File: src/rtl/clock_freq_meter.sv
// Period / high-time meter for an asynchronous periodic signal, counted in i_clk cycles.
// Define CLOCK_FREQ_METER_DUTY_EN to build the high-time counter; without it o_high is tied to 0.
module clock_freq_meter #(
  parameter int CNT_W       = 16,
  parameter int SYNC_STAGES = 2
) (
  input  logic             i_clk,
  input  logic             i_reset_n,
  input  logic             i_enable,
  input  logic             i_sig,
  output logic [CNT_W-1:0] o_period,
  output logic [CNT_W-1:0] o_high,
  output logic             o_valid,
  output logic             o_timeout
);

  // state      | meaning
  // WAIT_FIRST | no reference rise yet; counters idle, next rise starts a period
  // MEASURE    | counting since the last rise; next rise reports, saturation times out
  typedef enum logic {
    WAIT_FIRST = 1'b0,
    MEASURE    = 1'b1
  } state_t;

  localparam logic [CNT_W-1:0] CNT_ONE = CNT_W'(1);
  localparam logic [CNT_W-1:0] CNT_MAX = '1;

  logic [SYNC_STAGES-1:0] sync_q;
  logic                   edge_q;
  logic                   rise_q;

  state_t                 state_q;
  logic [CNT_W-1:0]       per_cnt_q;
  logic [CNT_W-1:0]       period_q;
  logic [CNT_W-1:0]       high_q;
  logic                   timeout_q;
  logic                   pend_q;
  logic                   valid_q;

  logic                   start_ev;
  logic                   meas_ev;
  logic                   tmo_ev;
  logic [CNT_W-1:0]       hi_val;

  // Edge strobes are registered, so edge_q is the signal level aligned with rise_q.
  always_ff @(posedge i_clk or negedge i_reset_n) begin
    if (!i_reset_n) begin
      sync_q <= '0;
      edge_q <= 1'b0;
      rise_q <= 1'b0;
    end else begin
      sync_q <= {sync_q[SYNC_STAGES-2:0], i_sig};
      edge_q <= sync_q[SYNC_STAGES-1];
      rise_q <= sync_q[SYNC_STAGES-1] & ~edge_q;
    end
  end

  always_comb begin
    start_ev = i_enable && (state_q == WAIT_FIRST) && rise_q;
    meas_ev  = i_enable && (state_q == MEASURE) && rise_q;
    tmo_ev   = i_enable && (state_q == MEASURE) && !rise_q && (per_cnt_q == CNT_MAX);
  end

`ifdef CLOCK_FREQ_METER_DUTY_EN
  logic             fall_q;
  logic [CNT_W-1:0] hi_cnt_q;
  logic             hi_run_q;

  // High count never exceeds the period count, so it cannot wrap before a timeout.
  always_ff @(posedge i_clk or negedge i_reset_n) begin
    if (!i_reset_n) begin
      fall_q   <= 1'b0;
      hi_cnt_q <= '0;
      hi_run_q <= 1'b0;
    end else begin
      fall_q <= ~sync_q[SYNC_STAGES-1] & edge_q;
      if (start_ev || meas_ev) begin
        hi_cnt_q <= CNT_ONE;
        hi_run_q <= 1'b1;
      end else if (i_enable && (state_q == MEASURE)) begin
        if (fall_q) begin
          hi_run_q <= 1'b0;
        end else if (edge_q && hi_run_q) begin
          hi_cnt_q <= hi_cnt_q + CNT_ONE;
        end
      end
    end
  end

  assign hi_val = hi_cnt_q;
`else
  assign hi_val = '0;
`endif

  always_ff @(posedge i_clk or negedge i_reset_n) begin
    if (!i_reset_n) begin
      state_q   <= WAIT_FIRST;
      per_cnt_q <= '0;
      period_q  <= '0;
      high_q    <= '0;
      timeout_q <= 1'b0;
      pend_q    <= 1'b0;
      valid_q   <= 1'b0;
    end else begin
      valid_q <= pend_q & i_enable;
      pend_q  <= 1'b0;
      if (!i_enable) begin
        state_q <= WAIT_FIRST;
      end else begin
        case (state_q)
          WAIT_FIRST: begin
            if (start_ev) begin
              per_cnt_q <= CNT_ONE;
              state_q   <= MEASURE;
            end
          end
          MEASURE: begin
            if (meas_ev) begin
              period_q  <= per_cnt_q;
              high_q    <= hi_val;
              timeout_q <= 1'b0;
              pend_q    <= 1'b1;
              per_cnt_q <= CNT_ONE;
            end else if (tmo_ev) begin
              period_q  <= '0;
              high_q    <= '0;
              timeout_q <= 1'b1;
              pend_q    <= 1'b1;
              state_q   <= WAIT_FIRST;
            end else begin
              per_cnt_q <= per_cnt_q + CNT_ONE;
            end
          end
          default: state_q <= WAIT_FIRST;
        endcase
      end
    end
  end

  assign o_period  = period_q;
  assign o_high    = high_q;
  assign o_valid   = valid_q;
  assign o_timeout = timeout_q;

endmodule
File: config.mk
export PLATFORM = sky130hd
export DESIGN_NAME = clock_freq_meter
export DESIGN_NICKNAME = d
export VERILOG_FILES = /design/src/rtl/clock_freq_meter.sv
export SDC_FILE = /design/constraint.sdc
export NUM_CORES = 1
export LEC_CHECK = 0
export ABC_AREA = 0
export CORE_UTILIZATION = 30
export CTS_CLUSTER_DIAMETER = 100
export DETAILED_ROUTE_END_ITERATION = 12
export HOLD_SLACK_MARGIN = 0.15
export MAX_ROUTING_LAYER = met4
export PLACE_DENSITY = 0.51
export SLEW_MARGIN = 20
export SYNTH_ARGS = -nofsm -noshare
export SYNTH_HDL_FRONTEND = slang
export SYNTH_SLANG_ARGS = --single-unit
File: constraint.sdc
create_clock -name i_clk -period 1.9 [get_ports i_clk]
set_input_delay 0.19 -clock i_clk [delete_from_list [all_inputs] [get_ports i_clk]]
set_output_delay 0.19 -clock i_clk [all_outputs]
set_load 0.01 [all_outputs]
**After elaboration in Yosys (flattened, before gate mapping)**

Index checks and enable logic that the tools add are counted.

- Add/subtract/negate cells: 1
- Equality and inequality tests: 3
- Mux-type cells: 18
- Bitwise logic cells: 4
- Reductions and logical operators: 10

Operators by type and width:

| operator | number |
|---|---|
| $mux W16 | 6 |
| $pmux W16 S2 | 1 |
| $add A16 B1 Y16 const B | 1 |
| $eq A16 B16 Y1 const B | 1 |
| $mux W1 | 10 |
| $logic_and A1 B1 Y1 | 6 |
| $reduce_and A3 Y1 | 2 |
| $ne A3 B3 Y1 const B | 1 |
| $and A1 B1 Y1 | 2 |
| $ne A2 B2 Y1 const B | 1 |
| $not A1 Y1 | 2 |
| $pmux W1 S2 | 1 |
| $reduce_bool A2 Y1 | 1 |
| $logic_not A1 Y1 | 1 |

- Flip-flop bits (word level): 56
- Bits of input ports: 4
- Output and inout bits: 34
- Word-level logic and storage cells: 46

**Logic depth before layout (Yosys ltp)**

Gate-level depths: netlist of the first run.

- Depth after elaboration: 7
- Depth in mapped cells: 8
- Depth with buffers taken out: 5

**Least setup slack after synthesis of the first run**

No wires, ideal clock.

- Path kind: reg-to-reg
- Start point: register per_cnt_q[0]
- End point: register per_cnt_q[11]
- Setup time: 0.126 ns
- Data arrival time: 1.836 ns
- Data required time: 1.774 ns
- Slack: -0.063 ns
- Cell stages (with the launch flop): 8
- Path buffers: 2
- Period minus slack after synthesis: 1.963 ns
- Path through: dfrtp_1 > ha_1 > and4_1 > buf_6 > and4_4 > buf_6 > o311a_1 > a221o_1

- Word-level cells in the longest chain between the ends: 4
- Elaborated cells on any way between the ends: 8
- Those cells by class: add/sub (1); eq/ne (2); mux (3); reduce/logical (2)

Ends and longest elaborated chain:

| item | line | source |
|---|---|---|
| start: declaration | 33 | `logic [CNT_W-1:0] per_cnt_q;` |
| start signal: assignment | 131 | `per_cnt_q <= per_cnt_q + CNT_ONE;` |
| $add A16 B1 Y16 / $eq A16 B16 Y1 (equally long branches) | 131, 61 |  |
| $mux W16 / $logic_and A1 B1 Y1 (equally long branches) | 124, 61 |  |
| $mux W16 / $ne A3 B3 Y1 (equally long branches) | -- |  |
| $pmux W16 S2 / $reduce_and A3 Y1 (equally long branches) | -- |  |

Parallel ways exist; a longest one is shown, timed or not. The select of a mux whose other input is x is not followed.
A chain may end at the register's enable or synchronous reset.

**Worst setup path after layout of the first run**

- Start point: register per_cnt_q[1]
- End point: register per_cnt_q[2]

Same word-level chain as after synthesis.

==> impl_metrics.yaml, run 1 <==
setup_path:
  ff2ff_path_depth: 6
  critical-path-slowest-cell: "sky130_fd_sc_hd__or4b_1"
  cp_data_required_time_ns: 2.14
  path_max_fanout: 11
  worstSetupPathDepth: 6
  worstPathArrival_ns: 2.06
  crit_path_end_kind: "register"
  crit_family: "simple AND/OR/NAND/NOR gates"
  worst-path-buf-inv: 1
  startpoint_type: "register"
  worst_path_largest_cell_delay_ns: 0.50
  kind_of_critical_path: "reg -> reg"
  critical_path.cell_chain: "ha_2 -> and4_1 -> and4_4 -> buf_4 -> or4b_1 -> nand3_1"
drt:
  num_vias: 1538
  antenna_left: 0
  routed_via_density: 5.13
  routedWlPerCell_um: 15.7
  drtPass1Iterations: 4
  total_wirelength_of_the_detailed_routed_design_um: 4720
  drt-initial-drc-count: 103
  remaining_routing_drc_violations: 0
sta:
  timing.max_slew.rel_slack_pct: 65.4
  setup_viol: 0
  max_clock_freq_ghz: 0.548
  unrepaired_setup_endpoints_after_global_routing: "false"
  worst-slew-pin-transition_ns: 0.519
  skew_ns: 0.00799
  timing_max_transition_violations_final: 0
  final-hold-violation-count: 0
  worst_slack_ns: 0.0760
  period_needed_ns: 1.82
  final.period_utilization_pct: 96.0
  fin_setup_tns_ns: 0
  fin_hold_ws_ns: 0.319
logic_synthesis:
  synth-edff-count: 0
  synth_async_sr_flop_share_pct: 100
  main_flop_type_after_synthesis: "sky130_fd_sc_hd__dfrtp_1"
  post_synth_instance_area_um2: 1960
  synth_instances: 180
  synth_warnings: 0
  postSynthRegisterBits: 40
  synthDistinctLibCells: 38
  register_area_share_after_synthesis_pct: 51.1
  avgSynthCellArea_um2: 10.9
pwr:
  total_power_mw: 1.84
  p_per_area_nw_per_um2: 754
  power_leakage_nw: 1.11
  vdd_ir_drop_max_uv: 302
floorplanning:
  std_cell_rows: 29
  placeableCoreArea_um2: 6310
  top_level_ports: 38
  die_w_um: 82.8
  initial_utilization_pct: 31.0
  die_h_um: 82.8
  die_area_um2: 6860
grt:
  grt_max_degree: 41
  initial_antenna_violation_count: 0
  grt_usage_pct: 14.6
  grt_overflow: 0
  first_global_vias: 1440
  global_route_wire_length_before_repair_um: 7730
layout:
  drive_gt1_share_pct: 18.4
  finalNetCount: 227
  multiInputGateArea_um2: 815
  most_common_cell_after_layout_fill_and_taps_aside: "sky130_fd_sc_hd__dfrtp_1"
  layout_common_cells: "sky130_fd_sc_hd__dfrtp_1, sky130_fd_sc_hd__buf_4, sky130_fd_sc_hd__clkdlybuf4s50_1"
  postLayoutCellArea_um2: 2440
  seq_area_um2: 1000
  area_growth_syn_to_layout_pct: 24.8
  fillerInstances: 637
  antenna_cells_inserted: 0
cts:
  tritoncts_num_sinks: 40
  cts.clk_slew.worst_paths_ns: 0.08
  clk-insertion-delay-late_ns: 0.30
  clock_tree.root_cell: "sky130_fd_sc_hd__clkbuf_8"
  cts_max_level: 2
  cts-root-to-sink-buffers: 2
  cts_tree: "yes"
  cts_buffers: 5
min_path:
  hold_path_class: "in -> reg"
  hold_depth: 1
placement:
  io_buffer_count: 21
  hpwlAfterDp_um: 3260
  placement.cell_area_um2: 2320
  detailedPlace.worstSlack_ns: -0.0509
  gp_congestion: 0.869
job:
  maxCapViolCount: 0
status:
  status: "finished, final reports clean"
registers in the layout (all words and copies together) (netlist names):
register	cells
edge_q	1
o_valid	1
per_cnt_q	16
o_timeout	1
pend_q	1
state_q	1
rise_q	1
o_period	16
sync_q	2
synthesized netlist by cell type, types with 2 or more instances:
cell type	n	area [µm²]
sky130_fd_sc_hd__dfrtp_1	40	1000
sky130_fd_sc_hd__buf_4	17	128
sky130_fd_sc_hd__a22o_1	16	140
sky130_fd_sc_hd__nand2_1	16	60.1
sky130_fd_sc_hd__and4_1	9	78.8
sky130_fd_sc_hd__o311ai_0	7	61.3
sky130_fd_sc_hd__o41ai_1	7	61.3
sky130_fd_sc_hd__clkbuf_1	6	22.5
sky130_fd_sc_hd__inv_1	5	18.8
sky130_fd_sc_hd__nand3_1	5	25.0
sky130_fd_sc_hd__nor2_1	5	18.8
sky130_fd_sc_hd__a31oi_1	4	25.0
sky130_fd_sc_hd__and2_1	4	25.0
sky130_fd_sc_hd__nand4_1	4	25.0
sky130_fd_sc_hd__a21oi_1	3	15.0
sky130_fd_sc_hd__buf_2	3	15.0
sky130_fd_sc_hd__buf_6	3	33.8
sky130_fd_sc_hd__nor3_1	3	15.0
sky130_fd_sc_hd__nor2b_1	2	12.5
sky130_fd_sc_hd__o31ai_1	2	15.0
sky130_fd_sc_hd__or4_1	2	15.0
final timing paths:
check,startpoint,end,slack (ns)
max,per_cnt_q[1],per_cnt_q[2],0.08
min,i_sig,sync_q[0],0.32
max reg2reg,per_cnt_q[1],per_cnt_q[2],0.08
min reg2reg,sync_q[0],sync_q[1],0.37
max in group asynchronous,i_reset_n,state_q,1.05
min in group asynchronous,i_reset_n,sync_q[1],0.47
report_power, final:
group / switching [mW] / internal [mW]
logic: 0.149 / 0.143
clock network: 0.316 / 0.297
registers: 0.0353 / 0.902
cell type report:
cell class,instances,area share (%)
sequential,40,40.9
multi-input combinational,121,33.3
timing repair buffer,49,17.1
tap,77,3.94
clock buffer,6,3.38
inverter,5,0.768
clock inverter,2,0.563
routing by layer:
metal / track usage, % / vias up / wire [µm]
met5: - / - / 0
met1: 20.5 / 762 / 2370
met2: 21.2 / 36 / 2120
met3: 3.18 / 5 / 202
met4: 4.23 / 0 / 31
li1: - / 735 / -
through the flow:
step                      utilization (%)  cells
after floorplan                         -    195
after detailed placement             36.8    291
after global placement               36.8    291
after global routing                 38.7    300
after CTS                            38.6    300
final                                38.7    300
cell families (layout without fill, tap and decap cells):
family | Yosys count | after routing | synth area share [%]
simple gates | 54 | 54 | 15.8
compound gates | 49 | 49 | 20.7
flops | 40 | 40 | 51.1
buf+inv | 34 | 62 | 11.1
fa+ha+maj | 1 | 1 | 0.638
other cells | 1 | 16 | 0.191
mux | 1 | 1 | 0.511
repair_timing:
item / CTS / global route
endpoints found under the hold margin: 40 / 0
buffers inserted: 0 / 0
gates resized for setup: 1 / 6
hold buffers: 1 / 0
endpoints found under the setup margin: 16 / 5
No activity file was read; power rests on OpenSTA's default activity.
==> run 2, diff against run 1 <==
--- a/config.mk
+++ b/config.mk
@@ -7,8 +7,11 @@
 export LEC_CHECK = 0
 export ABC_AREA = 0
 export CORE_UTILIZATION = 30
+export CTS_BUF_LIST = sky130_fd_sc_hd__clkbuf_16
 export CTS_CLUSTER_DIAMETER = 100
+export CTS_CLUSTER_SIZE = 28
 export DETAILED_ROUTE_END_ITERATION = 12
+export GPL_TIMING_DRIVEN = 0
 export HOLD_SLACK_MARGIN = 0.15
 export MAX_ROUTING_LAYER = met4
 export PLACE_DENSITY = 0.51
==> impl_metrics.yaml, run 2 (synthesis results as in run 1) <==
cts:
  tritoncts_num_sinks: 40
  cts-root-to-sink-buffers: 2
  clock_tree.root_cell: "sky130_fd_sc_hd__clkbuf_16"
  cts_buffers: 5
  cts_max_level: 2
  cts.clk_slew.worst_paths_ns: 0.06
  clk-insertion-delay-late_ns: 0.28
  cts_tree: "yes"
drt:
  drt-initial-drc-count: 139
  routedWlPerCell_um: 15.0
  num_vias: 1573
  drtPass1Iterations: 4
  total_wirelength_of_the_detailed_routed_design_um: 4640
  antenna_left: 0
  remaining_routing_drc_violations: 0
  routed_via_density: 5.11
setup_path:
  worst_path_largest_cell_delay_ns: 0.45
  endpoint: "per_cnt_q[9]"
  worstPathArrival_ns: 2.01
  setup.worst_path.start: "per_cnt_q[5]"
  kind_of_critical_path: "reg -> reg"
  startpoint_type: "register"
  ff2ff_path_depth: 6
  critical-path-slowest-cell: "sky130_fd_sc_hd__dfrtp_2"
  worst-r2r-setup-slack_ns: 0.05
  cp_data_required_time_ns: 2.06
  reg2reg_to: "per_cnt_q[9]"
  reg2reg_from: "per_cnt_q[5]"
  path_max_fanout: 10
  critical_path.cell_chain: "and4_1 -> clkbuf_4 -> nand4_1 -> buf_4 -> nand2_4 -> o41ai_2"
  crit_path_end_kind: "register"
layout:
  area_growth_syn_to_layout_pct: 34.4
  antenna_cells_inserted: 0
  finalNetCount: 235
  layout_common_cells: "sky130_fd_sc_hd__dfrtp_1, sky130_fd_sc_hd__buf_4, sky130_fd_sc_hd__clkdlybuf4s50_1"
  drive_gt1_share_pct: 25.1
  finalNonFillerCells: 308
  most_common_cell_after_layout_fill_and_taps_aside: "sky130_fd_sc_hd__dfrtp_1"
grt:
  first_global_vias: 1448
  grt_max_degree: 26
  initial_antenna_violation_count: 0
  global_route_wire_length_before_repair_um: 7630
  grt_usage_pct: 14.3
  grt_overflow: 0
placement:
  io_buffer_count: 20
  gp_congestion: 0.807
  dp_cells: 293
  hpwlAfterDp_um: 3100
sta:
  worst-slew-pin-transition_ns: 0.616
  timing_max_transition_violations_final: 0
  skew_ns: 0.00620
  timing.max_slew.rel_slack_pct: 58.9
  period_needed_ns: 1.85
  final.period_utilization_pct: 97.5
  fin_hold_ws_ns: 0.273
  max_clock_freq_ghz: 0.540
  final-hold-violation-count: 0
  setup_viol: 0
job:
  maxCapViolCount: 0
status:
  status: "finished, final reports clean"
floorplanning:
  std_cell_rows: 29
  die_w_um: 82.8
  die_h_um: 82.8
  placeableCoreArea_um2: 6310
  die_area_um2: 6860
  top_level_ports: 38
  initial_utilization_pct: 31.0
pwr:
  vdd_ir_drop_max_uv: 436
  p_per_area_nw_per_um2: 790
  power_leakage_nw: 1.17
min_path:
  hold_path_class: "in -> reg"
[run 2: layer usage]
layer,vias to the layer above,track usage [%],routed length [µm]
li1,759,-,-
met4,0,4.08,27
met1,760,19.5,2290
met2,51,21.1,2090
met3,3,3.58,226
met5,-,-,0
[run 2: repair_timing]
item / CTS / global route
setup buffers: 3 / 4
hold endpoints to repair: 15 / 0
gates cloned: 0 / 1
hold buffers: 1 / 0
endpoints found under the setup margin: 25 / 20
resized for setup: 17 / 13
pin swaps: 2 / 4
[run 2: power by group]
group / switching, mW / internal [mW] / leakage [nW] / total [mW]
clock: 0.344 / 0.484 / 0.0716 / 0.829
sequential: 0.0461 / 0.904 / 0.532 / 0.951
combinational: 0.147 / 0.155 / 0.565 / 0.302
total: 0.538 / 1.54 / 1.17 / 2.08
[run 2: area by class of cell]
class	instances	area, µm²
fill	626	3680
sequential	40	1010
multi-input combinational	122	897
timing repair buffer	29	278
buffer	27	195
clock buffer	5	125
tap	77	96.3
inverter	5	18.8
clock inverter	3	17.5
[run 2: worst min path at each step]
stage	to	startpoint	cells past startpoint
after floorplan	edge_q	i_reset_n	0
after global placement	sync_q[1]	sync_q[0]	0
after detailed placement	edge_q	i_reset_n	1
after CTS	o_valid	i_enable	2
after global routing	o_valid	i_enable	2
final	o_valid	i_enable	2
[run 2: worst max-delay path: cells and delay by family, from the launching register on]
kind	cells	cell delay [ns]
buf+inv	2	0.36
simple gates	3	0.55
flops	1	0.45
compound gates	1	0.37
[run 2: per-stage QoR]
stage | setup WS, ns | cell area [µm²] | setup TNS, ns | power (mW) | utilization (%)
finish | 0.0469 | 2630 | 0 | 2.08 | 41.7
global route | -0.00992 | 2630 | -0.0106 | 2.18 | 41.7
CTS | 0.0228 | 2550 | 0 | 2.09 | 40.3
detailed placement | -0.205 | 2330 | -3.16 | 1.22 | 36.9
global placement | -0.399 | 2310 | -18.90 | 1.22 | 36.7
floorplan | 0.0279 | 2020 | 0 | 1.11 | -
==> run 3, diff against run 2 <==
--- a/config.mk
+++ b/config.mk
@@ -11,6 +11,7 @@
 export CTS_CLUSTER_DIAMETER = 100
 export CTS_CLUSTER_SIZE = 28
 export DETAILED_ROUTE_END_ITERATION = 12
+export GPL_ROUTABILITY_DRIVEN = 0
 export GPL_TIMING_DRIVEN = 0
 export HOLD_SLACK_MARGIN = 0.15
 export MAX_ROUTING_LAYER = met4
==> results of run 3 <==
Final layout, timing and power as in run 2 (identical DEF).
